--- config.mk ---
export PLATFORM = sky130hd
export DESIGN_NAME = fir_bank_seq
export DESIGN_NICKNAME = d
export VERILOG_FILES = /design/src/rtl/fir_bank_seq.sv
export SDC_FILE = /design/constraint.sdc
export NUM_CORES = 1
export LEC_CHECK = 0
export CORE_ASPECT_RATIO = 1.75
export CORE_MARGIN = 2
export CORE_UTILIZATION = 61
export CTS_CLUSTER_DIAMETER = 40
export DETAILED_ROUTE_END_ITERATION = 16
export PLACE_DENSITY = 0.87
export SETUP_SLACK_MARGIN = 0.5
export SLEW_MARGIN = 20
export SYNTH_ARGS = -nofsm -noshare
export SYNTH_HDL_FRONTEND = slang
export SYNTH_SLANG_ARGS = --single-unit
--- constraint.sdc ---
create_clock -name clk -period 9.26 [get_ports clk]
set_input_delay 1.852 -clock clk [delete_from_list [all_inputs] [get_ports clk]]
set_output_delay 1.852 -clock clk [all_outputs]
set_load 0.02 [all_outputs]
--- src/rtl/fir_bank_seq.sv ---
// Time-multiplexed bank of signed FIR/wavelet filters sharing one snapshotted tap window.
// A single MAC walks every (filter, tap) pair, then each filter result is rounded, shifted and saturated.
module fir_bank_seq #(
   parameter int BITS_PER_ELEM = 8,
   parameter int NUM_ELEM      = 7,
   parameter int NUM_FILTERS   = 2,
   parameter int OUT_BITS      = 8,
   parameter int OUT_SHIFT     = 11,
   parameter int ROUND         = 1,
   parameter logic [NUM_FILTERS*NUM_ELEM*BITS_PER_ELEM-1:0] FILTER_VALS = '0,
   localparam int NTOT = NUM_FILTERS * NUM_ELEM,
   localparam int AW   = (NTOT > 1) ? $clog2(NTOT) : 1
) (
   input  logic                              clk,
   input  logic                              rst,
   input  logic                              i_start_calc,
   input  logic [NUM_ELEM*BITS_PER_ELEM-1:0] taps,
   input  logic                              i_coef_we,
   input  logic [AW-1:0]                     i_coef_addr,
   input  logic [BITS_PER_ELEM-1:0]          i_coef_data,
   output logic                              o_busy,
   output logic                              o_valid,
   output logic [NUM_FILTERS*OUT_BITS-1:0]   o_wavelets
);

   localparam int B      = BITS_PER_ELEM;
   localparam int EW     = (NUM_ELEM > 1) ? $clog2(NUM_ELEM) : 1;
   localparam int FW     = (NUM_FILTERS > 1) ? $clog2(NUM_FILTERS) : 1;
   localparam int PROD_W = 2 * B;
   localparam int ACC_W  = 2 * B + $clog2(NUM_ELEM) + 1;
   localparam int RSH    = (OUT_SHIFT > 0) ? OUT_SHIFT - 1 : 0;
   localparam int CW     = NTOT * B;
   localparam int WW     = NUM_FILTERS * OUT_BITS;

   localparam logic signed [ACC_W:0] RND_C =
      ((ROUND != 0) && (OUT_SHIFT > 0)) ? ({{ACC_W{1'b0}}, 1'b1} << RSH) : {(ACC_W+1){1'b0}};
   localparam logic signed [ACC_W:0] SAT_MAX_C = (ACC_W+1)'((2**(OUT_BITS-1)) - 1);
   localparam logic signed [ACC_W:0] SAT_MIN_C = (ACC_W+1)'(-(2**(OUT_BITS-1)));

   localparam logic [1:0] S_IDLE  = 2'd0;
   localparam logic [1:0] S_MAC   = 2'd1;
   localparam logic [1:0] S_FINAL = 2'd2;

   logic [1:0]               state_q, state_d;
   logic [EW-1:0]            i_q, i_d;
   logic [FW-1:0]            f_q, f_d;
   logic [AW-1:0]            k_q, k_d;
   logic signed [ACC_W-1:0]  acc_q, acc_d;
   logic [NUM_ELEM*B-1:0]    tap_snap_q, tap_snap_d;
   logic [CW-1:0]            coef_q, coef_d;
   logic [WW-1:0]            stage_q, stage_d;
   logic [WW-1:0]            wav_q, wav_d;
   logic                     busy_q, busy_d;
   logic                     valid_q, valid_d;
   logic                     pend_we_q, pend_we_d;
   logic [AW-1:0]            pend_addr_q, pend_addr_d;
   logic [B-1:0]             pend_data_q, pend_data_d;

   logic [B-1:0]             coef_sel_s;
   logic [B-1:0]             tap_sel_s;
   logic signed [PROD_W-1:0] prod_s;
   logic signed [ACC_W-1:0]  acc_sum_s;
   logic                     wr_ok_s;

   // Round half up (optional), arithmetic shift, then clamp to the signed output range.
   function automatic logic [OUT_BITS-1:0] sat_round(input logic signed [ACC_W-1:0] a);
      logic signed [ACC_W:0] r;
      logic signed [ACC_W:0] sh;
      logic [OUT_BITS-1:0]   res;
      r  = $signed({a[ACC_W-1], a}) + RND_C;
      sh = r >>> OUT_SHIFT;
      if (sh > SAT_MAX_C) begin
         res = SAT_MAX_C[OUT_BITS-1:0];
      end else if (sh < SAT_MIN_C) begin
         res = SAT_MIN_C[OUT_BITS-1:0];
      end else begin
         res = sh[OUT_BITS-1:0];
      end
      return res;
   endfunction

   assign coef_sel_s = coef_q[k_q*B +: B];
   assign tap_sel_s  = tap_snap_q[i_q*B +: B];
   assign prod_s     = $signed({{B{coef_sel_s[B-1]}}, coef_sel_s}) * $signed({{B{tap_sel_s[B-1]}}, tap_sel_s});
   assign acc_sum_s  = acc_q + $signed({{(ACC_W-PROD_W){prod_s[PROD_W-1]}}, prod_s});
   assign wr_ok_s    = i_coef_we && !busy_q && (int'(i_coef_addr) < NTOT);

   // Next-state logic for the sequencer, MAC datapath and coefficient store.
   always_comb begin
      state_d     = state_q;
      i_d         = i_q;
      f_d         = f_q;
      k_d         = k_q;
      acc_d       = acc_q;
      tap_snap_d  = tap_snap_q;
      coef_d      = coef_q;
      stage_d     = stage_q;
      wav_d       = wav_q;
      busy_d      = busy_q;
      valid_d     = 1'b0;
      pend_we_d   = pend_we_q;
      pend_addr_d = pend_addr_q;
      pend_data_d = pend_data_q;
      case (state_q)
         S_IDLE: begin
            if (i_start_calc) begin
               state_d    = S_MAC;
               busy_d     = 1'b1;
               tap_snap_d = taps;
               acc_d      = '0;
               i_d        = '0;
               f_d        = '0;
               k_d        = '0;
            end else begin
               state_d = S_IDLE;
            end
            // A write landing with the start is parked so this run still sees the old value.
            if (wr_ok_s && i_start_calc) begin
               pend_we_d   = 1'b1;
               pend_addr_d = i_coef_addr;
               pend_data_d = i_coef_data;
            end else if (wr_ok_s) begin
               coef_d[i_coef_addr*B +: B] = i_coef_data;
            end else begin
               pend_we_d = pend_we_q;
            end
         end
         S_MAC: begin
            acc_d = acc_sum_s;
            k_d   = k_q + AW'(1);
            if (i_q == EW'(NUM_ELEM - 1)) begin
               stage_d[f_q*OUT_BITS +: OUT_BITS] = sat_round(acc_sum_s);
               acc_d = '0;
               i_d   = '0;
               f_d   = f_q + FW'(1);
               if (f_q == FW'(NUM_FILTERS - 1)) begin
                  state_d = S_FINAL;
               end else begin
                  state_d = S_MAC;
               end
            end else begin
               i_d = i_q + EW'(1);
            end
         end
         S_FINAL: begin
            wav_d   = stage_q;
            valid_d = 1'b1;
            busy_d  = 1'b0;
            state_d = S_IDLE;
            if (pend_we_q) begin
               coef_d[pend_addr_q*B +: B] = pend_data_q;
               pend_we_d = 1'b0;
            end else begin
               pend_we_d = 1'b0;
            end
         end
         default: begin
            state_d = S_IDLE;
            busy_d  = 1'b0;
         end
      endcase
   end

   // State registers; reset abandons any run and restores the default coefficients.
   always_ff @(posedge clk or posedge rst) begin
      if (rst) begin
         state_q     <= S_IDLE;
         i_q         <= '0;
         f_q         <= '0;
         k_q         <= '0;
         acc_q       <= '0;
         tap_snap_q  <= '0;
         coef_q      <= FILTER_VALS;
         stage_q     <= '0;
         wav_q       <= '0;
         busy_q      <= 1'b0;
         valid_q     <= 1'b0;
         pend_we_q   <= 1'b0;
         pend_addr_q <= '0;
         pend_data_q <= '0;
      end else begin
         state_q     <= state_d;
         i_q         <= i_d;
         f_q         <= f_d;
         k_q         <= k_d;
         acc_q       <= acc_d;
         tap_snap_q  <= tap_snap_d;
         coef_q      <= coef_d;
         stage_q     <= stage_d;
         wav_q       <= wav_d;
         busy_q      <= busy_d;
         valid_q     <= valid_d;
         pend_we_q   <= pend_we_d;
         pend_addr_q <= pend_addr_d;
         pend_data_q <= pend_data_d;
      end
   end

   assign o_busy     = busy_q;
   assign o_valid    = valid_q;
   assign o_wavelets = wav_q;

endmodule

==> out/results.tsv <==
stage	metric	value	unit
worst_setup_path	most used cell, CP	fa_1	
worst_setup_path	sequence of cells on the critical path	buf_12, mux4_2, o221ai_1, nor2_1, buf_4, inv_1, fa_1, inv_1, fa_1, fa_1, fa_1, inv_1, fa_1, inv_1, ha_1, o211a_1, a21o_2, a2111oi_0, or2_2, xor2_1, or4b_1, a211o_1, nand3b_1, a31oi_1	
worst_setup_path	worst path bufs/invs	6	
timing	Clock Skew	16.6	ps
grt	vias in the first global route	14000	
grt	pin count of the biggest net entering global routing	160	
die	die height	217	um
route	DRT Pass-1 Iters	7	
clock_network	cts bufs inserted	28	
logic_synthesis	Post-Synth Simple-Gate Area	0.156	
logic_synthesis	async set-reset flop share out of synthesis	1.00	
route	Routed WL per cell	22.7	um
route	initial drt markers	1119	
grt	GRT Total Usage	0.350	
worst_setup_path	Critical Path Fanout Max	26	
timing	Final Max Slew Viols	0	
timing	final setup violation count	0	
logic_synthesis	sequential share of the synthesized area	0.388	
logic_synthesis	syn nets	1876	
logic_synthesis	post-synthesis register bit count	245	
timing	worst relative slew slack	0.352	
worst_setup_path	Startpoint Class	register	
final_layout	sequential cell area	0.00613	mm2
timing	Fin Hold WS	465	ps
timing	Setup TNS	0	ps
worst_setup_path	crit path DAT	8770	ps
logic_synthesis	Synth cell types	71	
timing	Final Hold Vio Count	0	
clock_network	clock tree sinks	245	
run_status	status	completed	
final_layout	most common cell after layout, fill and taps aside	nand2_1	
timing	minimum clock period	8350	ps
clock_network	clock latency on the worst-skew pair	560	ps
timing	fmax	120	MHz
logic_synthesis	main combinational cell family by area after synthesis	compound AO/OA/AOI/OAI gates	
place	Post-DP HPWL	34.2	mm
logic_synthesis	Synth Area in Adders	0.155	
route	DRC viols	0	
timing	worst slew pin tran	973	ps
worst_setup_path	CP required	9680	ps
logic_synthesis	Avg Inst Size Synth	9.51	um2
worst_hold_path	worst hold path class	register to register	
logic_synthesis	Synth Area in XOR/XNOR	0.0143	
place	Port Buf Inserts	89	
route	DRT antenna net count	0	
route	via count	13200	
worst_setup_path	Crit Path Class	register to register	
die	die area	0.0273	mm2
clock_network	Root Buffer	clkbuf_16	
final_layout	commonest non-fill, non-tap cells in the layout	nand2_1, dfrtp_1, inv_1	
worst_setup_path	CP delay by family, top	adder cells	
clock_network	clock slew at reported path FFs	60	ps
grt	Congestion Overflow GR	0	
final_layout	share of layout cells above drive strength 1	0.0819	
die	Initial Util	0.616	
timing	unrepaired setup endpoints after global routing	false	
logic_synthesis	post-synthesis mux area share	0.0714	
logic_synthesis	Mapped Cells	1661	
die	std cell rows	78	
clock_network	Max clock buf depth	3	
timing	Tcrit/Tclk final	0.902	
final_layout	Multi-input gate area	0.00885	mm2
clock_network	H-tree levels	1	
worst_setup_path	Critical Path Slowest Stage Cell	o221ai_1	
die	core area	0.0257	mm2
logic_synthesis	Main synth FF type	dfrtp_1	
logic_synthesis	Compound-Gate Fraction of Synth Area	0.160	
final_layout	area delta synth->final	13.2	%
die	Die Wd	126	um
final_layout	nets	1927	
flow_run	Max Cap Viol	0	
worst_setup_path	Largest stage delay, worst path	720	ps
die	I/O pins	90	
worst_setup_path	CP Capture Type	register	
clock_network	CTS tree	done	
logic_synthesis	Synthesis Warnings	0	
final_layout	Finished Core Util	0.697	
logic_synthesis	EDFF count, synth	0	
final_layout	Filler cells	1918	
place	gp weighted congestion	1.05	
route	routed wire length	46.5	mm
grt	initial antenna violation count	1	
logic_synthesis	area of the mapped netlist	0.0158	mm2
route	number of vias per cell	6.42	
grt	global-route wire length before repair	74.5	mm
[per-layer routing]
layer	wire length (um)	GRT usage	vias to the layer above
met5	0	0	-
met4	4690	0.274	0
met3	3110	0.0514	251
met2	23700	0.612	653
met1	15100	0.377	6432
li1	-	-	5859
[Yosys cell counts (all sizes together), types with 16 or more instances]
cell type | n | share of area
o21ai | 112 | 0.035
fa | 88 | 0.11
inv | 129 | 0.031
a22o | 69 | 0.038
nor2b | 17 | 0.0067
mux2i | 35 | 0.022
clkbuf | 63 | 0.016
ha | 55 | 0.044
a21oi | 19 | 0.0060
xnor2 | 16 | 0.0093
nand2 | 400 | 0.095
dfrtp | 245 | 0.39
mux4 | 28 | 0.040
o22ai | 59 | 0.023
nor2 | 79 | 0.019
a32oi | 48 | 0.027
buf | 28 | 0.0075
[state kept, by name, summed over array words and instances, names as in the netlist]
signal / cells
acc_q: 20
state_q: 2
o_busy: 1
pend_addr_q: 4
stage_q: 16
coef_q: 112
pend_we_q: 1
i_q: 3
k_q: 4
pend_data_q: 8
f_q: 1
o_valid: 1
o_wavelets: 16
tap_snap_q: 56
[final timing paths]
path                                         start                         end  slack [ps]  depth (start not counted)
max reg2reg                     k_q[0]$_DFFE_PP0P_     stage_q[13]$_DFFE_PP0P_         910                         24
min                        stage_q[15]$_DFFE_PP0P_  o_wavelets[15]$_DFFE_PP0P_         470                          2
min reg2reg                stage_q[15]$_DFFE_PP0P_  o_wavelets[15]$_DFFE_PP0P_         470                          2
max in group asynchronous                      rst  pend_data_q[2]$_DFFE_PP0P_        6090                          3
max                             k_q[0]$_DFFE_PP0P_     stage_q[13]$_DFFE_PP0P_         910                         24
min in group asynchronous                      rst      coef_q[64]$_DFFE_PP0P_        1850                          2
[worst min-delay path, stage by stage, from the launching register on]
cell,delay (ps)
dfrtp_1,340
nand2_1,50
nand2_1,50
[area by class of cell]
type	instances	share of cell area
diodes	1	0.000140
clock buffers	37	0.0445
clock inverters	14	0.00699
inverters	129	0.0278
multi-input cells	1195	0.495
flip-flops and latches	245	0.343
well taps	320	0.0224
repair buffers	113	0.0608
[stage by stage]
stage	setup WS, ps	instances	area (um2)
3_5_place_dp	980	2002	16900
6_report	911	2054	17900
4_1_cts	928	2053	17900
5_1_grt	554	2053	17900
3_3_place_gp	1330	2002	16900
2_1_floorplan	678	1661	15800
[kinds of logic after synthesis]
group	count (synthesis)
and+or+nand+nor	585
AOI/OAI and AO/OA	366
DFF	245
buffers and inverters	221
adders and majority gates	143
muxes	76
xor gates and xnor gates	25
[what timing repair did]
| action | CTS | global route |
|---|---|---|
| hold buffers | 0 | 0 |
| endpoints found under the setup margin | 0 | 6 |
| buffers inserted | 0 | 0 |
| gates resized for setup | 0 | 1 |
Power is not shown: default switching activity piles up to over one toggle a cycle in this logic, so the estimate is an artifact.
==> patch (same settings) <==
Add an input register stage for `i_coef_addr`; this delays it by one clock. The other inputs are not delayed to match.
--- a/src/rtl/fir_bank_seq.sv
+++ b/src/rtl/fir_bank_seq.sv
@@ -42,4 +42,10 @@
    localparam logic [1:0] S_FINAL = 2'd2;
 
+   logic [AW-1:0] i_coef_addr_q;
+
+   always_ff @(posedge clk) begin
+      i_coef_addr_q <= i_coef_addr;
+   end
+
    logic [1:0]               state_q, state_d;
    logic [EW-1:0]            i_q, i_d;
@@ -84,5 +90,5 @@
    assign prod_s     = $signed({{B{coef_sel_s[B-1]}}, coef_sel_s}) * $signed({{B{tap_sel_s[B-1]}}, tap_sel_s});
    assign acc_sum_s  = acc_q + $signed({{(ACC_W-PROD_W){prod_s[PROD_W-1]}}, prod_s});
-   assign wr_ok_s    = i_coef_we && !busy_q && (int'(i_coef_addr) < NTOT);
+   assign wr_ok_s    = i_coef_we && !busy_q && (int'(i_coef_addr_q) < NTOT);
 
    // Next-state logic for the sequencer, MAC datapath and coefficient store.
@@ -118,8 +124,8 @@
             if (wr_ok_s && i_start_calc) begin
                pend_we_d   = 1'b1;
-               pend_addr_d = i_coef_addr;
+               pend_addr_d = i_coef_addr_q;
                pend_data_d = i_coef_data;
             end else if (wr_ok_s) begin
-               coef_d[i_coef_addr*B +: B] = i_coef_data;
+               coef_d[i_coef_addr_q*B +: B] = i_coef_data;
             end else begin
                pend_we_d = pend_we_q;
Function: no difference found for any inputs over 4 cycles, from zero or initial values and one cycle with rst high; that may be too few to reach the edited logic, so the function may still have changed.
==> patch against the unedited design <==
Worst hold slack improved by 0.011 ns; worst setup slack improved by 0.19 ns; routed wire length rose by 4.6%; cell count rose by 1.0%; synthesized area rose by 2.1%; final area rose by 2.5%; sequential cell count rose by 4; global-route usage rose by 1.3 points; synthesized cell count rose by 1.4%; maximum frequency rose by 2.3%; first-iteration DRC count rose by 0.45%; critical endpoint is now stage_q[2]$_DFFE_PP0P_; highest routed layer unchanged.
Power is left out: the tool's default activity adds up to more than one toggle a clock period on the data nets, which glitch-free logic cannot reach.
==> patch: results (changes against the unedited design) <==
| Metric | Value |
|---|---|
| Status | `finished clean` |
| Pre-CTS worst setup slack | `0.771 ns (-0.209 ns)` |
| Setup crit end | `stage_q[2]$_DFFE_PP0P_` |
| DRT iter0 DRCs | `1124 (+0.45%)` |
| Filler Cells Inserted | `1922 (+0.21%)` |
| Area of the multi-input gates | `9080 µm² (+2.6%)` |
| Synth top cells by count | `nand2_1, dfrtp_1, inv_1` |
| Post-synthesis adder-cell area fraction | `0.152 (-0.00315)` |
| CP Max Fanout | `22 (-15%)` |
| Utilization after layout | `0.707 (+0.00968)` |
| Share of layout cells above drive strength 1 | `0.0906 (+0.00866)` |
| Met2 Wirelength | `25300 µm (+7.1%)` |
| DP HPWL | `35300 µm (+3.4%)` |
| Vias/cell | `6.45 (+0.44%)` |
| Met1 Usage GRT | `0.378 (+0.00160)` |
| Placed insts | `2024 (+1.1%)` |
| Crit. Startpoint | `i_q[1]$_DFFE_PP0P_` |
| Initial antenna violation count | `0 (-1)` |
| Final WL | `48700 µm (+4.6%)` |
| Grt met3 use | `0.0507 (-0.000670)` |
| Vias in the first global route | `14.1k (+1.1%)` |
| Pre-Repair DR Iteration Count | `6 (-1)` |
| Synth Area in XOR/XNOR | `0.0130 (-0.00138)` |
| Signal buffers | `118 (+4.4%)` |
| Critical path's largest stage delay | `0.63 ns (-0.09 ns)` |
| Critical path arrival | `8.56 ns (-0.21 ns)` |
| Least-Margin Pin Slew | `1.06 ns (+0.0890 ns)` |
| Ant diodes | `0 (-1)` |
| CP max stage cell | `dfrtp_2` |
| Multi-input comb cells | `1208 (+1.1%)` |
| Ys async rst share | `0.984 (-0.0161)` |
| Clk cell area share | `0.0572 (+0.00575)` |
| Layout Skew | `0.0208 ns (+0.00424 ns)` |
| Hold endpoint | `o_wavelets[8]$_DFFE_PP0P_` |
| Fin cells | `2075 (+1.0%)` |
| Area contributors post-synth | `dfrtp_1, fa_1, nand2_1` |
| Post-synth cell types | `75 (+5.6%)` |
| Seq cells | `249 (+1.6%)` |
| Area fraction of the dominant cell type after synthesis | `0.380 (-0.00789)` |
| Area post-placement | `17300 µm² (+2.0%)` |
| Synth Area per Inst | `9.57 µm² (+0.62%)` |
| WL met1 | `15600 µm (+3.5%)` |
| Largest net degree at the start of global routing | `123 (-23%)` |
| Hold Crit Start | `o_wavelets[8]$_DFFE_PP0P_` |
| Reg area | `6220 µm² (+1.3%)` |
| # clk buffers | `33 (-11%)` |
| Complex-gate fraction of the synthesized area | `0.164 (+0.00380)` |
| Seq/Total Area, Yosys | `0.385 (-0.00292)` |
patch: cell count changes after synthesis, moves of 7 or more:
cell      delta
a22o_1       -8
a31oi_1     -13
a32oi_1      +8
a41oi_1      +8
buf_1        -7
clkbuf_1    +14
nand2_1      -8
o22ai_1      -7
patch: worst register-to-register path, cell delays in order, from the launching register on:
cell	delay [ns]
dfrtp_2	0.63
nor2b_2	0.57
nand2_1	0.13
o21ai_0	0.10
mux2_2	0.30
inv_1	0.10
nor2_1	0.10
buf_4	0.25
inv_1	0.11
fa_1	0.52
inv_1	0.07
fa_1	0.52
fa_1	0.45
fa_1	0.54
inv_1	0.05
fa_1	0.51
inv_1	0.04
ha_1	0.37
o211ai_1	0.14
o21ba_2	0.27
a2111oi_1	0.56
or3_1	0.25
a41oi_2	0.15
xnor2_2	0.15
buf_4	0.24
and4b_1	0.22
o21ai_1	0.46
a41oi_1	0.21
patch: what timing repair did:
item / in CTS / in global routing
endpoints found under the setup margin: 0 / 16
gates resized for setup: 0 / 5
buffers inserted: 0 / 0
